### src/rtl/adder_share_arb.sv
// Round-robin arbiter that time-shares one ripple-carry adder between two requesters.
// One operation in flight; each result is held in a per-requester register until consumed.
module adder_share_arb #(
  parameter int unsigned WIDTH = 4
) (
  input  logic             clk,
  input  logic             rst,
  input  logic             req0_valid,
  input  logic [WIDTH-1:0] req0_a,
  input  logic [WIDTH-1:0] req0_b,
  input  logic             req0_cin,
  output logic             req0_ready,
  output logic             rsp0_valid,
  output logic [WIDTH-1:0] rsp0_sum,
  output logic             rsp0_cout,
  input  logic             rsp0_ready,
  input  logic             req1_valid,
  input  logic [WIDTH-1:0] req1_a,
  input  logic [WIDTH-1:0] req1_b,
  input  logic             req1_cin,
  output logic             req1_ready,
  output logic             rsp1_valid,
  output logic [WIDTH-1:0] rsp1_sum,
  output logic             rsp1_cout,
  input  logic             rsp1_ready
);

  typedef enum logic [1:0] {StIdle, StResp0, StResp1} state_e;

  state_e           state_q, state_d;
  logic             last_grant_q, last_grant_d;
  logic             grant0, grant1;
  logic [WIDTH-1:0] add_a, add_b, add_sum;
  logic             add_cin;
  logic [WIDTH:0]   carry;
  logic [WIDTH-1:0] sum0_q, sum1_q;
  logic             cout0_q, cout1_q;

  // Tie goes to whoever did not win last; reset also masks grants so rst wins over valid.
  always_comb begin
    grant0 = 1'b0;
    grant1 = 1'b0;
    if (state_q == StIdle && !rst) begin
      if (req0_valid && req1_valid) begin
        grant0 = last_grant_q;
        grant1 = !last_grant_q;
      end else begin
        grant0 = req0_valid;
        grant1 = req1_valid;
      end
    end
  end

  assign req0_ready = grant0;
  assign req1_ready = grant1;

  // Operand mux feeds the single shared full-adder chain.
  always_comb begin
    add_a   = grant1 ? req1_a   : req0_a;
    add_b   = grant1 ? req1_b   : req0_b;
    add_cin = grant1 ? req1_cin : req0_cin;
    carry    = '0;
    add_sum  = '0;
    carry[0] = add_cin;
    for (int i = 0; i < int'(WIDTH); i++) begin
      add_sum[i]   = add_a[i] ^ add_b[i] ^ carry[i];
      carry[i+1]   = (add_a[i] & add_b[i]) | (add_a[i] & carry[i]) | (add_b[i] & carry[i]);
    end
  end

  always_comb begin
    state_d      = state_q;
    last_grant_d = last_grant_q;
    unique case (state_q)
      StIdle: begin
        if (grant0) begin
          state_d      = StResp0;
          last_grant_d = 1'b0;
        end else if (grant1) begin
          state_d      = StResp1;
          last_grant_d = 1'b1;
        end
      end
      StResp0: if (rsp0_ready) state_d = StIdle;
      StResp1: if (rsp1_ready) state_d = StIdle;
      default: state_d = StIdle;
    endcase
  end

  always_ff @(posedge clk) begin
    if (rst) begin
      state_q      <= StIdle;
      last_grant_q <= 1'b1;
      sum0_q       <= '0;
      sum1_q       <= '0;
      cout0_q      <= 1'b0;
      cout1_q      <= 1'b0;
    end else begin
      state_q      <= state_d;
      last_grant_q <= last_grant_d;
      if (grant0) begin
        sum0_q  <= add_sum;
        cout0_q <= carry[WIDTH];
      end
      if (grant1) begin
        sum1_q  <= add_sum;
        cout1_q <= carry[WIDTH];
      end
    end
  end

  assign rsp0_valid = (state_q == StResp0);
  assign rsp1_valid = (state_q == StResp1);
  assign rsp0_sum   = sum0_q;
  assign rsp0_cout  = cout0_q;
  assign rsp1_sum   = sum1_q;
  assign rsp1_cout  = cout1_q;

endmodule

### config.mk
export PLATFORM = sky130hd
export DESIGN_NAME = adder_share_arb
export DESIGN_NICKNAME = d
export VERILOG_FILES = /design/src/rtl/adder_share_arb.sv
export SDC_FILE = /design/constraint.sdc
export NUM_CORES = 1
export LEC_CHECK = 0
export CAP_MARGIN = 20
export CORE_UTILIZATION = 39
export CTS_BUF_LIST = sky130_fd_sc_hd__clkbuf_16
export CTS_CLUSTER_SIZE = 28
export DETAILED_ROUTE_END_ITERATION = 7
export PLACE_DENSITY_LB_ADDON = 0.12
export SLEW_MARGIN = 10
export SYNTH_ARGS = -nofsm -noshare
export SYNTH_HDL_FRONTEND = slang
export SYNTH_SLANG_ARGS = --single-unit
export TNS_END_PERCENT = 1
### constraint.sdc
create_clock -name clk -period 4.7 [get_ports clk]
set_clock_uncertainty 0.15 [all_clocks]
set_input_delay 1.175 -clock clk [delete_from_list [all_inputs] [get_ports clk]]
set_output_delay 1.175 -clock clk [all_outputs]
set_load 0.01 [all_outputs]
==> flow_metrics.tcl, run 1 <==
set metrics [dict create \
    status "complete, no violations" \
    grt_max_degree 15 \
    synth_top_cell_by_area "dfxtp_1" \
    htreeDepth 1 \
    synth-async-reset-ratio 0 \
    mostFrequentLayoutCell "clkdlybuf4s50_1" \
    crit_arrival_ns 4.25 \
    io_buffers 37 \
    worst_hold_path_type "register to register" \
    initial_core_util 0.428 \
    cap_violations 0 \
    post_cts_resized 0 \
    dp_hpwl_mm 1.34 \
    clk_pin_slew_ns 0.04 \
    crit_fanout 4 \
    setup_viol 0 \
    synth_top_cell_area_share 0.341 \
    final_nets 140 \
    grt_setup_unrepaired "false" \
    startpoint_type "primary input" \
    antenna_found_initial 0 \
    fin_crit_ns 4.26 \
    die_area_um2 2140 \
    syn_area_um2 763 \
    hold_violations 0 \
    tightest_slew_ns 0.256 \
    layout_common_cells "clkdlybuf4s50_1 (37), dfxtp_1 (13), mux2_4 (7)" \
    worstPathCellList "clkdlybuf4s50_1 -> a21boi_2 -> nand2_2 -> mux2_4 -> fa_1 -> fa_1 -> fa_1 -> inv_1 -> fa_1 -> a211oi_1" \
    path_class "primary input to register" \
    drc 0 \
    ant_nets 0 \
    clk_latency_ns 0.24 \
    synthCells 68 \
    hold_slack_ns 0.329 \
    pin_count 38 \
    syn_area_per_cell_um2 11.2 \
    ys_seq_area_frac 0.341 \
    place_area_um2 1180 \
    synth_area_leaders "dfxtp_1 (34%), mux2_4 (14%), fa_1 (10%)" \
    stdcell_count 136 \
    fp-row-count 15 \
    cts-buffers-inserted 3 \
    synth_flop_cell "dfxtp_1" \
    die_h_um 46.2 \
    yosysWarnings 0 \
    cts_setup_buffers 0 \
    wl_per_cell_um 12.1 \
    ir_drop_v 0.000241 \
    first_pass_iters 4 \
    vias 658 \
    slew_headroom 0.827 \
    cts_tree "built" \
    root_buffer "clkbuf_16" \
    ys_ff_latch 13 \
    p_per_area_nw_per_um2 312 \
    slowest_stage "clkdlybuf4s50_1" \
    max_clock_freq_mhz 235 \
    synth_cell_types 23 \
    slowest_delay_ns 0.49 \
    place_inst 132 \
    cts_sinks 13 \
    grt_pass1_wl_mm 2.79 \
    cp-end-kind "register" \
    grt_pass1_vias 654 \
    core_um2 1780 \
    synth-edff-count 0 \
    synth.net_count 96 \
    gp_congestion 0.674 \
    cts_hold_buf 0 \
    viasPerCell 4.84 \
    die_w_um 46.2 \
    grt-ovfl-total 0 \
    crit_top_cell "fa_1" \
    min_period_over_period 0.906 \
    wl_mm 1.65 \
    cts.path.max_buffers 2 \
    post-route-util 0.706 \
    first_iter_violations 7 \
    slew_viol_final 0 \
    required_ns 4.69 \
    p_leak_uw 0.000534 \
    grt_usage 0.190 \
    setup_tns_ns 0 \
    drive_above_1_share 0.198 \
    area_growth_pct 64.9 \
    final_area_um2 1260 \
    insertedDiodeCount 0 \
]
-- layout make-up --
class,instances,area (µm²)
timing repair buffer,41,400
fill,139,524
inverter,4,15.0
tap,25,31.3
multi-input combinational,49,473
sequential,13,260
clock buffer,3,75.1
clock inverter,1,3.75
-- logic make-up (layout without fill, tap and decap cells) --
kind of cell / after synthesis / in the layout / synth area share
buffers and inverters: 6 / 49 / 0.0393
AOI/OAI and AO/OA: 15 / 15 / 0.130
DFF: 13 / 13 / 0.341
muxes: 14 / 14 / 0.234
adders and majority gates: 4 / 4 / 0.105
and+or+nand+nor: 16 / 16 / 0.151
-- power by group --
group,internal (µW),switching (µW)
logic,67.0,40.9
clock network,112,44.7
registers,122,6.58
total,301,92.2
-- flip-flops by register name (all words and copies together) (netlist names) --
| name | count |
|---|---|
| rsp0_sum | 4 |
| state_q | 2 |
| rsp0_cout | 1 |
| last_grant_q | 1 |
| rsp1_cout | 1 |
| rsp1_sum | 4 |
-- routing by layer --
layer | track usage | vias to the layer above | routed length [µm]
li1 | - | 329 | -
met1 | 0.197 | 310 | 676
met2 | 0.355 | 19 | 883
met3 | 0.0784 | 0 | 91
met4 | 0.0353 | 0 | 0
met5 | 0 | - | 0
-- worst max-delay path, delay by kind of cell --
family | cells | cell delay [ns]
fa+ha+maj | 4 | 1.61
mux | 1 | 0.32
simple gates | 1 | 0.12
buf+inv | 2 | 0.56
compound gates | 2 | 0.46
-- final timing paths --
path	start	endpoint	slack [ns]	cells past startpoint
setup / recovery	req0_valid	rsp1_sum[3]	0.44	10
hold / removal	rsp1_sum[1]	rsp1_sum[1]	0.33	2
setup reg to reg	state_q[0]	rsp1_sum[3]	1.51	9
hold reg to reg	rsp1_sum[1]	rsp1_sum[1]	0.33	2
-- cell usage after synthesis (2+ instances only) --
cell / count
mux2i_1: 4
a211oi_1: 2
nand2b_1: 4
inv_1: 4
a21oi_1: 6
mux2_4: 7
fa_1: 4
nand3_1: 3
o21ai_0: 3
dfxtp_1: 13
nor2b_1: 4
mux2_2: 3
-- stage by stage --
| step | power [µW] | setup slack [ns] |
|---|---|---|
| after floorplan | 184 | 0.662 |
| after global placement | 238 | 0.273 |
| after detailed placement | 239 | 0.202 |
| after CTS | 400 | 0.449 |
| after global routing | 417 | 0.301 |
| final | 393 | 0.442 |
Note: power is estimated with default switching activity, not from simulation.
==> inputs of run 2 (changes only) <==
--- a/config.mk
+++ b/config.mk
@@ -10,7 +10,7 @@
 export CTS_BUF_LIST = sky130_fd_sc_hd__clkbuf_16
 export CTS_CLUSTER_SIZE = 28
 export DETAILED_ROUTE_END_ITERATION = 7
-export PLACE_DENSITY_LB_ADDON = 0.12
+export PLACE_DENSITY = 0.78
 export SLEW_MARGIN = 10
 export SYNTH_ARGS = -nofsm -noshare
 export SYNTH_HDL_FRONTEND = slang
==> run 2 against run 1 <==
Net effect:
- via count increased by 2.4%
- cell count did not move
- wire length grew 7.6%
- worst hold slack improved by 0.0013 ns
- clock-buffer cell count did not move
- largest power group unchanged
- sequential power hardly changed
- highest routed layer is now met4
==> flow_metrics.tcl, run 2 (synthesis results as in run 1) <==
set metrics [dict create \
    viasPerCell 4.96 \
    path_class "primary input to register" \
    min_period_over_period 0.917 \
    area_growth_pct 64.9 \
    fp-row-count 15 \
    drive_above_1_share 0.198 \
    p_leak_uw 0.000534 \
    core_um2 1780 \
    fillers 135 \
    initial_core_util 0.428 \
    cts-buffers-inserted 3 \
    cp-end-kind "register" \
    clk_pin_slew_ns 0.04 \
    first_iter_violations 14 \
    status "complete, no violations" \
    setup_viol 0 \
    mostFrequentLayoutCell "clkdlybuf4s50_1" \
    cts_setup_buffers 0 \
    grt_max_degree 15 \
    insertedDiodeCount 0 \
    die_area_um2 2140 \
    crit_arrival_ns 4.31 \
    grt-ovfl-total 0 \
    ant_nets 0 \
    slowest_stage "clkdlybuf4s50_1" \
    antenna_found_initial 0 \
    pin_count 38 \
    grt_pass1_wl_mm 2.95 \
    p_total_uw 396 \
    vias 674 \
    grt_usage 0.198 \
    cap_violations 0 \
    place_inst 132 \
    setup_tns_ns 0 \
    grt_setup_unrepaired "false" \
    rrSetupSlack_ns 1.43 \
    io_buffers 37 \
    worst-path-buf-inv 2 \
    slowest_delay_ns 0.49 \
    cts_hold_buf 0 \
    startpoint_type "primary input" \
    slew_headroom 0.810 \
    crit_top_cell "fa_1" \
    dp_hpwl_mm 1.42 \
    clk_latency_ns 0.24 \
    hold_violations 0 \
    die_h_um 46.2 \
    die_w_um 46.2 \
    worstPathCellList "clkdlybuf4s50_1 -> a21boi_2 -> nand2_2 -> mux2_4 -> fa_1 -> fa_1 -> fa_1 -> inv_1 -> fa_1 -> a211oi_1" \
    drc 0 \
    max_clock_freq_mhz 232 \
    first_pass_iters 4 \
    crit_fanout 6 \
    grt_pass1_vias 662 \
    fin_crit_ns 4.31 \
    tightest_slew_ns 0.283 \
    cts.path.max_buffers 2 \
    gp_congestion 0.815 \
    cts_tree "built" \
    crit_family "adder cells" \
    ir_drop_v 0.000185 \
    worst_hold_path_type "register to register" \
    wl_mm 1.78 \
    p_per_area_nw_per_um2 314 \
    htreeDepth 1 \
    post_cts_resized 0 \
    root_buffer "clkbuf_16" \
    final_nets 140 \
    wl_per_cell_um 13.1 \
    layout_common_cells "clkdlybuf4s50_1 (37), dfxtp_1 (13), mux2_4 (7)" \
    required_ns 4.70 \
    cts_sinks 13 \
    stdcell_count 136 \
    slew_viol_final 0 \
]
[run 2: path summary, 6_finish.rpt]
kind,from,endpoint,depth (start not counted)
min,rsp0_cout,rsp0_cout,2
min reg2reg,rsp0_cout,rsp0_cout,2
max reg2reg,state_q[0],rsp1_sum[3],9
max,req0_valid,rsp1_sum[3],10
[run 2: routing by layer]
metal  part of all wire  wire, µm  vias to the layer above  GRT usage
li1                   -         -                      326          -
met1               0.40       703                      315      0.238
met2               0.55       982                       31      0.349
met3              0.043        76                        2     0.0353
met4             0.0079        14                        0     0.0706
met5                  0         0                        -          0
[run 2: area by class of cell]
class | count | area, µm² | share of cell area
Clock buffer | 3 | 75.1 | 0.0596
Clock inverter | 1 | 3.75 | 0.00298
Inverter | 4 | 15.0 | 0.0119
Multi-Input combinational cell | 49 | 473 | 0.376
Sequential cell | 13 | 260 | 0.207
Tap cell | 25 | 31.3 | 0.0249
Timing Repair Buffer | 41 | 400 | 0.318
[run 2: stage by stage]
stage	hold WS (ns)	util	instance area, µm²	setup slack (ns)
after floorplan	0.345	-	763	0.662
after global placement	0.313	0.662	1180	0.249
after detailed placement	0.315	0.662	1180	0.123
after CTS	0.334	0.706	1260	0.358
after global routing	0.344	0.706	1260	0.257
final	0.331	0.706	1260	0.390
[run 2: worst reg2reg max path, cell delays in order, from the launching register on]
cell and delay (ns):
dfxtp_1 0.36, nor3_4 0.24, nand2_2 0.17, mux2_4 0.34
fa_1 0.43, fa_1 0.38, fa_1 0.36, inv_1 0.08
fa_1 0.44, a211oi_1 0.23
[run 2: power by group]
group          internal [µW]  switching [µW]  total [µW]
clock network            112            44.3         156
logic                   67.4            42.4         110
registers                122            7.66         130
total                    301            94.3         396
